[src/rtl/tx_arb_pkg.sv]
// tx_arb_pkg: shared types and constants for the UART TX FIFO write-port arbiter.
//   arb_state_e : arbiter FSM state (idle / packet transfer)
//   BYTE_W      : width of one ASCII byte
//   STALL_W     : width of the stall (timeout) counter
//   DEFAULT_TIMEOUT_CYC : stalled cycles allowed before a packet is aborted (1 ms at 100 MHz)
//   SRC_*       : requester index of each report source
package tx_arb_pkg;

    typedef enum logic [0:0] {
        StIdle,
        StXfer
    } arb_state_e;

    localparam int unsigned BYTE_W              = 8;
    localparam int unsigned STALL_W             = 17;
    localparam int unsigned DEFAULT_TIMEOUT_CYC = 100000;

    localparam int unsigned SRC_SONIC = 0;
    localparam int unsigned SRC_DHT   = 1;
    localparam int unsigned SRC_ECHO  = 2;

endpackage

[src/rtl/tx_fifo_arbiter_rr_pick.sv]
// rr_pick: combinational round-robin winner selection.
//   req : request vector, one bit per source
//   ptr : round-robin pointer; the first set request at or after ptr (wrapping) wins
//   gnt : one-hot winner, all zero when no request is set
module rr_pick #(
    parameter int unsigned N     = 3,
    parameter int unsigned PTR_W = (N > 1) ? $clog2(N) : 1
) (
    input  logic [N-1:0]     req,
    input  logic [PTR_W-1:0] ptr,
    output logic [N-1:0]     gnt
);

    int unsigned idx;
    logic        found;

    always_comb begin
        gnt   = '0;
        found = 1'b0;
        idx   = 0;
        for (int unsigned k = 0; k < N; k++) begin
            idx = (32'(ptr) + k) % N;
            if (!found && req[idx]) begin
                gnt[idx] = 1'b1;
                found    = 1'b1;
            end
        end
    end

endmodule

[src/rtl/tx_fifo_arbiter.sv]
// tx_fifo_arbiter: packet-level round-robin arbiter sharing the UART TX FIFO write port.
//   clk, reset       : 100 MHz clock, asynchronous active-low reset
//   req              : per-source packet pending (level)
//   src_data/valid/last : per-source byte stream, last marks the final byte of a packet
//   src_ready        : byte of the granted source accepted this cycle
//   fifo_full        : TX FIFO full flag
//   fifo_wdata/we    : FIFO write port, one byte per cycle
//   grant            : registered one-hot grant
//   busy             : a packet is in progress
//   timeout_err      : one-cycle pulse when a stalled packet is aborted
module tx_fifo_arbiter
    import tx_arb_pkg::*;
#(
    parameter int unsigned N_SRC       = 3,
    parameter int unsigned TIMEOUT_CYC = DEFAULT_TIMEOUT_CYC
) (
    input  logic                    clk,
    input  logic                    reset,
    input  logic [N_SRC-1:0]        req,
    input  logic [BYTE_W*N_SRC-1:0] src_data,
    input  logic [N_SRC-1:0]        src_valid,
    input  logic [N_SRC-1:0]        src_last,
    output logic [N_SRC-1:0]        src_ready,
    input  logic                    fifo_full,
    output logic [BYTE_W-1:0]       fifo_wdata,
    output logic                    fifo_we,
    output logic [N_SRC-1:0]        grant,
    output logic                    busy,
    output logic                    timeout_err
);

    localparam int unsigned PTR_W = (N_SRC > 1) ? $clog2(N_SRC) : 1;

    arb_state_e          state_q, state_d;
    logic [N_SRC-1:0]    grant_q, grant_d;
    logic [PTR_W-1:0]    rr_ptr_q, rr_ptr_d;
    logic [STALL_W-1:0]  stall_q, stall_d;

    logic [N_SRC-1:0]    pick;
    logic [PTR_W-1:0]    grant_idx;
    logic [PTR_W-1:0]    ptr_after;
    logic                xfer;
    logic                last_sel;

    rr_pick #(
        .N     (N_SRC),
        .PTR_W (PTR_W)
    ) u_rr_pick (
        .req (req),
        .ptr (rr_ptr_q),
        .gnt (pick)
    );

    // Datapath: mux the granted source onto the FIFO port.
    always_comb begin
        xfer       = (state_q == StXfer);
        fifo_wdata = '0;
        grant_idx  = '0;
        for (int unsigned i = 0; i < N_SRC; i++) begin
            if (grant_q[i]) begin
                fifo_wdata = src_data[BYTE_W*i +: BYTE_W];
                grant_idx  = PTR_W'(i);
            end
        end
        src_ready = (xfer && !fifo_full) ? grant_q : '0;
        fifo_we   = xfer && |(grant_q & src_valid) && !fifo_full;
        last_sel  = |(grant_q & src_last);
        ptr_after = (32'(grant_idx) == N_SRC - 1) ? '0 : grant_idx + PTR_W'(1);
    end

    always_comb begin
        state_d     = state_q;
        grant_d     = grant_q;
        rr_ptr_d    = rr_ptr_q;
        stall_d     = stall_q;
        timeout_err = 1'b0;
        unique case (state_q)
            StIdle: begin
                if (|req) begin
                    grant_d = pick;
                    stall_d = '0;
                    state_d = StXfer;
                end
            end
            StXfer: begin
                if (fifo_we) begin
                    stall_d = '0;
                    if (last_sel) begin
                        state_d  = StIdle;
                        grant_d  = '0;
                        rr_ptr_d = ptr_after;
                    end
                end else if (stall_q >= STALL_W'(TIMEOUT_CYC)) begin
                    // Source or FIFO stuck: abort and move the pointer past the owner.
                    timeout_err = 1'b1;
                    state_d     = StIdle;
                    grant_d     = '0;
                    rr_ptr_d    = ptr_after;
                    stall_d     = '0;
                end else begin
                    stall_d = stall_q + STALL_W'(1);
                end
            end
            default: state_d = StIdle;
        endcase
    end

    always_ff @(posedge clk or negedge reset) begin
        if (!reset) begin
            state_q  <= StIdle;
            grant_q  <= '0;
            rr_ptr_q <= '0;
            stall_q  <= '0;
        end else begin
            state_q  <= state_d;
            grant_q  <= grant_d;
            rr_ptr_q <= rr_ptr_d;
            stall_q  <= stall_d;
        end
    end

    assign grant = grant_q;
    assign busy  = xfer;

endmodule

[config.mk]
export PLATFORM = sky130hd
export DESIGN_NAME = tx_fifo_arbiter
export DESIGN_NICKNAME = d
export VERILOG_FILES = /design/src/rtl/tx_arb_pkg.sv /design/src/rtl/tx_fifo_arbiter_rr_pick.sv /design/src/rtl/tx_fifo_arbiter.sv
export SDC_FILE = /design/constraint.sdc
export NUM_CORES = 1
export LEC_CHECK = 0
export CORE_MARGIN = 4
export CORE_UTILIZATION = 52
export CTS_CLUSTER_SIZE = 10
export DETAILED_ROUTE_END_ITERATION = 10
export GPL_ROUTABILITY_DRIVEN = 0
export PLACE_DENSITY = 0.86
export SYNTH_ARGS = -nofsm -noshare
export SYNTH_HDL_FRONTEND = slang
export SYNTH_SLANG_ARGS = --single-unit
[constraint.sdc]
create_clock -name clk -period 8.47 [get_ports clk]
set_clock_uncertainty 0.2 [all_clocks]
set_input_delay 2.541 -clock clk [delete_from_list [all_inputs] [get_ports clk]]
set_output_delay 2.541 -clock clk [all_outputs]
set_load 0.03 [all_outputs]
==> flow_summary_export.csv <==
group,metric,value,unit
die,die_w,68.0,µm
clocking,cts_tree,"built",
drt,avgViaCountPerCell,5.82,
final_layout,drive_gt1_share,4.76,%
power_and_ir_drop,netSwitchingPower,0.234,mW
global_routing,first_global_vias,1620,
final_layout,diodes,0,
drt,avgRoutedWirePerCell,15.5,µm
timing,hold_violations,0,
power_and_ir_drop,p_total,0.514,mW
synthesis,yosys_warnings,0,
clocking,path_clk_slew,130,ps
synthesis,ys_seq_elements,23,
clocking,clkLatencyLatePin,310,ps
power_and_ir_drop,peakVddDrop,0.128,mV
drt,drc,0,
placement,portBuffers,52,
clocking,htreeDepth,1,
timing,drv_slew,0,
worst_setup_path,required,5730,ps
clocking,cts-buffers-inserted,3,
die,core-area,0.00342,mm²
worst_setup_path,criticalPathCategory,"in2out",
clocking,cts_root_buffer,"clkbuf_4",
synthesis,syn_avg_cell_area,8.10,µm²
clocking,cts_max_path_buffers,2,
die,dieArea,0.00462,mm²
placement,dp_hpwl,3670,µm
worst_setup_path,crit_arrival,4600,ps
timing,fin_hold_ws,322,ps
drt,drt_wl_total,4940,µm
power_and_ir_drop,leakage,0.911,nW
global_routing,grt_max_degree,25,
drt,ant_nets,0,
global_routing,grt_pass1_wl,8100,µm
die,placementRows,21,
drt,met2_length,2510,µm
timing,rsz0062_at_grt,"no",
power_and_ir_drop,p_seq_share,31.7,%
die,ios,53,
synthesis,postSynth.asyncResetShare,100,%
drt,firstDrtPassIters,4,
synthesis,synth_area,0.00187,mm²
drt,top_layer,"met4",
synthesis,synth.distinct_cells,50,
timing,worstMarginPinSlew,1030,ps
worst_setup_path,start_kind,"input pin",
drt,wl_met3,180,µm
power_and_ir_drop,netSwitchingFraction,45.6,%
final_layout,area_delta_synth_final,27.0,%
status,status,"completed",
clocking,cts_resized,0,
power_and_ir_drop,p_per_area,216,mW/mm²
flow_run,cap_violations,0,
die,initial_core_util,54.8,%
global_routing,overflow,0,
timing,finalCritPeriodShare,86.7,%
final_layout,final_util,69.6,%
clocking,cts_sinks,23,
timing,max_clock_freq,0.136,GHz
timing,min_period,7340,ps
hold_path,hold_class,"reg2reg",
timing,setup_viol,0,
worst_setup_path,crit_path_max_fanout,4,
synthesis,synth_ff_type,"dfrtp_1",
power_and_ir_drop,p_clk_share,9.9,%
synthesis,netlist_instances,231,
drt,via_count,1858,
timing,slew_headroom,31.1,%
drt,wl_met1,2190,µm
synthesis,synth_nets,273,
global_routing,antenna_found_initial,0,
power_and_ir_drop,combPwrFrac,58.3,%
synthesis,ys_seq_area_share,30.8,%
clocking,cts_hold_repair.buffers,0,
die,die_h,68.0,µm
global_routing,grt_usage,22.6,%
timing,finalSetupTns,0,ps
drt,drt_iter0_markers,193,
clocking,cts_setup_buffers,0,
power_and_ir_drop,internal_power,0.280,mW
synthesis,synth-edff-count,0,
worst_setup_path,worst_setup_path_end_kind,"primary output",
final_layout,final_nets,316,
==> sequential cells by signal, indices dropped and copies added, names as in the netlist <==
register / cells
rr_ptr_q: 2
busy: 1
stall_q: 17
grant: 3
==> Yosys cell counts (5+ instances only) <==
master	count	area, µm²
ha_1	6	75.1
o21ai_0	14	70.1
nand3_1	12	60.1
nor2_1	14	52.6
a22oi_1	7	52.6
o211ai_1	7	52.6
inv_1	16	60.1
nand2_1	24	90.1
and2_1	8	50.1
dfrtp_1	23	576
clkbuf_1	6	22.5
buf_6	5	56.3
a21oi_1	9	45.0
a31oi_1	13	81.3
==> cells in the final DEF, fill, tap and decap left out, drive strengths merged, types with 2 or more instances in the layout <==
cell / count
clkdlybuf4s50: 52
and2: 8
nor4: 2
inv: 16
o21ai: 15
mux2i: 3
a41oi: 2
mux2: 3
a31oi: 13
a22oi: 7
nor2: 14
nor3: 4
a21oi: 10
buf: 2
nand2b: 3
nand4: 4
clkbuf: 4
nand2: 25
and4: 2
dfrtp: 23
a222oi: 3
o22ai: 4
nor2b: 4
ha: 6
a22o: 4
o31ai: 2
nand3: 12
nand3b: 2
a31o: 2
o211ai: 7
and3: 3
==> worst max-delay path, cell delays in order <==
cell and delay [ps]:
clkdlybuf4s50_1 400, a222oi_1 510, or2_1 180, and2_1 160, nor2b_1 130, clkdlybuf4s50_1 680
==> cells by family after synthesis <==
kind of cell	count (synthesis)	share of synthesized area (%)
AND/OR/NAND/NOR	87	24.1
AO/OA/AOI/OAI	77	28.2
buffers and inverters	32	9.30
flip-flops	23	30.8
multiplexers	6	3.61
adder cells (fa/ha/maj)	6	4.01
==> cell type report <==
type,count,area [µm²]
Sequential cell,23,576
Multi-Input combinational cell,176,1120
Clock buffer,4,26.3
Fill cell,285,1040
Timing Repair Buffer,54,536
Tap cell,46,57.6
Inverter,16,60.1
==> power by group through the flow <==
stage	clock, mW	sequential, mW	combinational [mW]
3_3_place_gp	0	0.164	0.293
3_5_place_dp	0	0.165	0.300
6_report	0.0511	0.163	0.300
4_1_cts	0.0516	0.163	0.301
2_1_floorplan	0	0.159	0.225
5_1_grt	0.0568	0.169	0.328
==> stage by stage <==
stage	instances	area (µm²)	worst slack [ps]
after global routing	319	2380	995
after CTS	319	2380	1110
after detailed placement	315	2350	1120
final	319	2380	1130
after floorplan	231	1870	1800
after global placement	315	2350	1120
==> path summary, 6_finish.rpt <==
path | cells after the start | startpoint | slack [ps] | to
worst max-delay path | 6 | src_valid[1] | 1130 | timeout_err
worst min-delay path | 1 | stall_q[10] | 320 | stall_q[10]
worst max register to register | 6 | grant[2] | 5850 | stall_q[2]
worst min register to register | 1 | stall_q[10] | 320 | stall_q[10]
max in group asynchronous | 1 | reset | 4870 | stall_q[3]
min in group asynchronous | 1 | reset | 2570 | stall_q[10]
==> per-layer routing <==
| metal | track usage (%) | up-vias |
|---|---|---|
| li1 | - | 941 |
| met1 | 31.0 | 869 |
| met2 | 37.8 | 42 |
| met5 | 0 | - |
| met4 | 3.72 | 0 |
| met3 | 3.94 | 6 |
Power figures use the tool's default switching activity.
